$ cat src/rtl/data_mem.sv
// -----------------------------------------------------------------------------
// data_mem
//
// Simple dual-port synchronous data memory for the frame-buffer datapath.
// One write port and one registered read port share a single clock. Depth is
// 2^ADDR_WIDTH words of DATA_WIDTH bits.
//
// Ports:
//   clk      in   1           sole clock, all state updates on rising edge
//   reset    in   1           synchronous reset, active-low
//   wr_en    in   1           write enable, active-low (0 = write)
//   rd_en    in   1           read enable, active-low (0 = read)
//   wr_addr  in   ADDR_WIDTH  write address
//   rd_addr  in   ADDR_WIDTH  read address
//   wr_data  in   DATA_WIDTH  write data
//   rd_data  out  DATA_WIDTH  registered read data (1-cycle latency)
//
// Behaviour summary:
//   - Reset clears rd_data only. Stored words survive reset and are undefined
//     after power-up.
//   - A write or read sampled in a reset cycle is discarded.
//   - Same-address read and write in one cycle is read-first: the read returns
//     the old word, and the new word is visible from the next read onward.
// -----------------------------------------------------------------------------
module data_mem #(
    parameter int DATA_WIDTH = 8,
    parameter int ADDR_WIDTH = 3
) (
    input  logic                  clk,
    input  logic                  reset,
    input  logic                  wr_en,
    input  logic                  rd_en,
    input  logic [ADDR_WIDTH-1:0] wr_addr,
    input  logic [ADDR_WIDTH-1:0] rd_addr,
    input  logic [DATA_WIDTH-1:0] wr_data,
    output logic [DATA_WIDTH-1:0] rd_data
);

    localparam int DEPTH = 1 << ADDR_WIDTH;

    // Storage array. It has no reset so that it maps onto block RAM.
    logic [DATA_WIDTH-1:0] mem_reg [DEPTH];
    logic [DATA_WIDTH-1:0] rd_data_reg;

    // Enables are decoded once, with reset folded in, so that a reset cycle
    // suppresses both ports.
    logic wr_fire;
    logic rd_fire;

    assign wr_fire = reset & ~wr_en;
    assign rd_fire = reset & ~rd_en;

    // Write port. The array has no reset, so a reset cycle only gates the
    // write and the stored contents are left as they are.
    always_ff @(posedge clk) begin
        if (wr_fire) begin
            mem_reg[wr_addr] <= wr_data;
        end
    end

    // Read port. The array is sampled with a non-blocking read in the same
    // edge as the write. This gives read-first behaviour on address collision
    // without any bypass logic.
    always_ff @(posedge clk) begin
        if (!reset) begin
            rd_data_reg <= '0;
        end else if (rd_fire) begin
            rd_data_reg <= mem_reg[rd_addr];
        end
    end

    assign rd_data = rd_data_reg;

endmodule

$ cat config.mk
export PLATFORM = sky130hd
export DESIGN_NAME = data_mem
export DESIGN_NICKNAME = d
export VERILOG_FILES = /design/src/rtl/data_mem.sv
export SDC_FILE = /design/constraint.sdc
export NUM_CORES = 1
export LEC_CHECK = 0
export ABC_AREA = 1
export CORE_ASPECT_RATIO = 2
export CORE_MARGIN = 2
export CORE_UTILIZATION = 45
export DETAILED_ROUTE_END_ITERATION = 7
export PLACE_DENSITY_LB_ADDON = 0.05
export SYNTH_ARGS = -nofsm -noshare
export SYNTH_HDL_FRONTEND = slang
export SYNTH_SLANG_ARGS = --single-unit
$ cat constraint.sdc
create_clock -name clk -period 3.2 [get_ports clk]
set_input_delay 0.48 -clock clk [delete_from_list [all_inputs] [get_ports clk]]
set_output_delay 0.48 -clock clk [all_outputs]
set_load 0.02 [all_outputs]
==> summary.txt <==
Global routing
  • Total GRT Usage: a little under 20%
  • Antenna violations before repair: 0
  • First-pass GRT wire length: between 10000 and 15000 µm
  • GRT overflow: 0
  • Largest net degree at the start of global routing: 33
  • Vias in the first global route: about 2000

Power
  • Peak VDD IR: approximately 0.49 mV
  • Static Leak: 0.00157 µW
  • Post-layout total power: between 2000 and 2500 µW
  • Cell Pwr Density: ~600 nW/µm²

Setup path
  • Worst Path Max Fanout: 8
  • Crit Path Class: primary input to register
  • CP endpoint kind: register
  • Worst Path Required: 3.17 ns
  • Worst EP arrival: just over 2 ns
  • Crit path launch type: primary input

STA
  • Slew headroom: between 50% and 60%
  • Final Skew: approximately 0.0073 ns
  • Max Slew Vio Count: 0
  • Max Fclk: between 400 and 500 MHz
  • TNS Setup: 0 ns
  • Tcrit/Tclk final: 65.5%
  • Min cycle time layout: between 2 and 2.5 ns
  • RSZ-0062 raised after global routing: false
  • Worst-Margin Slew: 0.668 ns
  • Final setup fails: 0
  • Worst Setup Slack, final: between 1 and 1.5 ns
  • Fin. Hold Viols: 0

Routing
  • Total iterations of the first detailed-routing run: 4
  • DR WL/cell: 15.5 µm
  • DRC: 0
  • Routed vias: 1985
  • Drt first-iter violations: ~100
  • Post-DRT Antenna Nets: 0
  • Post-DR vias/cell: roughly 4.7
  • Post-Route WL: roughly 6500 µm

Yosys
  • Post-Syn Area: 3100 µm²
  • Library cells used by synthesis: 14
  • Number of synthesized register bits: 72
  • Post-Syn Area per Cell: 10.3 µm²
  • Cell count after synthesis: roughly 300
  • Yosys Warn Count: 0
  • Register area share after synthesis: 67.1%
  • Post-synthesis net count: between 300 and 400
  • Synth top area share: roughly three fifths
  • Cell taking the most area after synthesis: edfxtp_1
  • Area contributors post-synth: edfxtp_1 (62%), nand2_1 (9.4%), nand3_1 (7.9%), inv_1 (7.5%), dfxtp_1 (5.2%)

Die
  • Site Rows: 42
  • Placeable Area: between 6000 and 7000 µm²
  • Initial Util: between 40% and 50%
  • Num ports: 26
  • Die height: approximately 120 µm
  • Die width: between 60 and 70 µm
  • Full die area: around 7600 µm²

Layout
  • # diodes: 0
  • Final Core Density: between 50% and 60%
  • Max FFs per register: 64
  • Final net count: 345
  • Area Growth Syn to Fin: 19.2%
  • Share of layout cells above drive strength 1: a little over 7%

Clocking
  • TritonCTS Buffers: 9
  • CTS tree: yes
  • Clock Latency Late Sink: approximately 0.33 ns
  • Post-CTS sizing: 0
  • Post-CTS setup buffer count: 0
  • # H-tree levels: 3
  • CTS Buffer Depth: 2
  • Hold_buf cts: 0
  • Reg clk slew, reported paths: approximately 0.060 ns
  • CTS Root Cell: clkbuf_16
  • Clock sink count: 72

Placement
  • Pre-CTS worst setup slack: between 0.7 and 0.8 ns
  • Post-DP HPWL: approximately 4600 µm
  • Port Buffers: 25
  • Gpl congestion: ~0.80

Run status
  • Status: finished clean

Worst hold path
  • Hold crit path type: register to register

Run
  • Max Cap Violations: 0
## stage by stage
step                      hold slack, ns  cell area (µm²)  instances
after floorplan                    0.579             3100        301
after CTS                          0.554             3700        420
after global routing               0.598             3700        420
after detailed placement           0.537             3380        404
final                              0.546             3700        420
after global placement             0.521             3380        404
## worst max-delay path, stage by stage
cell	delay [ns]
clkdlybuf4s50_1	0.61
inv_1	0.09
nor2_1	0.17
nand2_1	0.16
nor2_1	0.55
## cell type report
type                    instances  area (µm²)
fillers                       588        2920
flip-flops and latches         72        2080
multi-input cells             152         672
repair buffers                 27         265
clock buffers                  13         260
inverters                      65         246
well taps                      88         110
clock inverters                 3        63.8
## routing by layer
metal	share of wire, %	global-route usage [%]
met1	36	19.0
met3	4.4	4.27
met2	54	35.3
met5	0	0
met4	4.9	12.8
## power by group
| group | switching [µW] | total (µW) | internal [µW] |
|---|---|---|---|
| combinational | 102 | 162 | 59.8 |
| sequential | 7.32 | 1060 | 1050 |
| clock | 337 | 1060 | 722 |
| total | 446 | 2280 | 1830 |
## cell families after synthesis
| family | after synthesis | synth area share (%) |
|---|---|---|
| AOI/OAI and AO/OA | 14 | 2.98 |
| and+or+nand+nor | 138 | 18.7 |
| buffers and inverters | 77 | 11.2 |
| DFF | 72 | 67.1 |
## layout by cell type (no fill, tap or decap)
cell             count
bufinv_16            2
a21oi_2              6
inv_1               62
clkbuf_8             2
nor2_1              11
inv_4                1
dfxtp_1              8
edfxtp_1            64
clkdlybuf4s50_1     25
clkbuf_16            9
clkinv_1             1
nand2_1             78
nand3_1             49
clkbuf_1             2
o21ai_0              7
inv_2                2
buf_4                2
a21oi_1              1
## cells in the mapped netlist
cell type  count
a21oi_2        6
nor2_1        11
edfxtp_1      64
inv_4          1
a21oi_1        1
buf_2          4
inv_1         62
inv_2          2
o21ai_0        7
nand2_1       78
dfxtp_1        8
buf_6          6
buf_4          2
nand3_1       49
## path summary, 6_finish.rpt
path                  from            end  slack [ns]  cells past startpoint
max                  reset  mem_reg[0][6]        1.11                      5
min             rd_data[0]     rd_data[0]        0.55                      2
max reg2reg  mem_reg[5][3]     rd_data[3]        2.19                      6
min reg2reg     rd_data[0]     rd_data[0]        0.55                      2
Power figures use the tool's default switching activity.
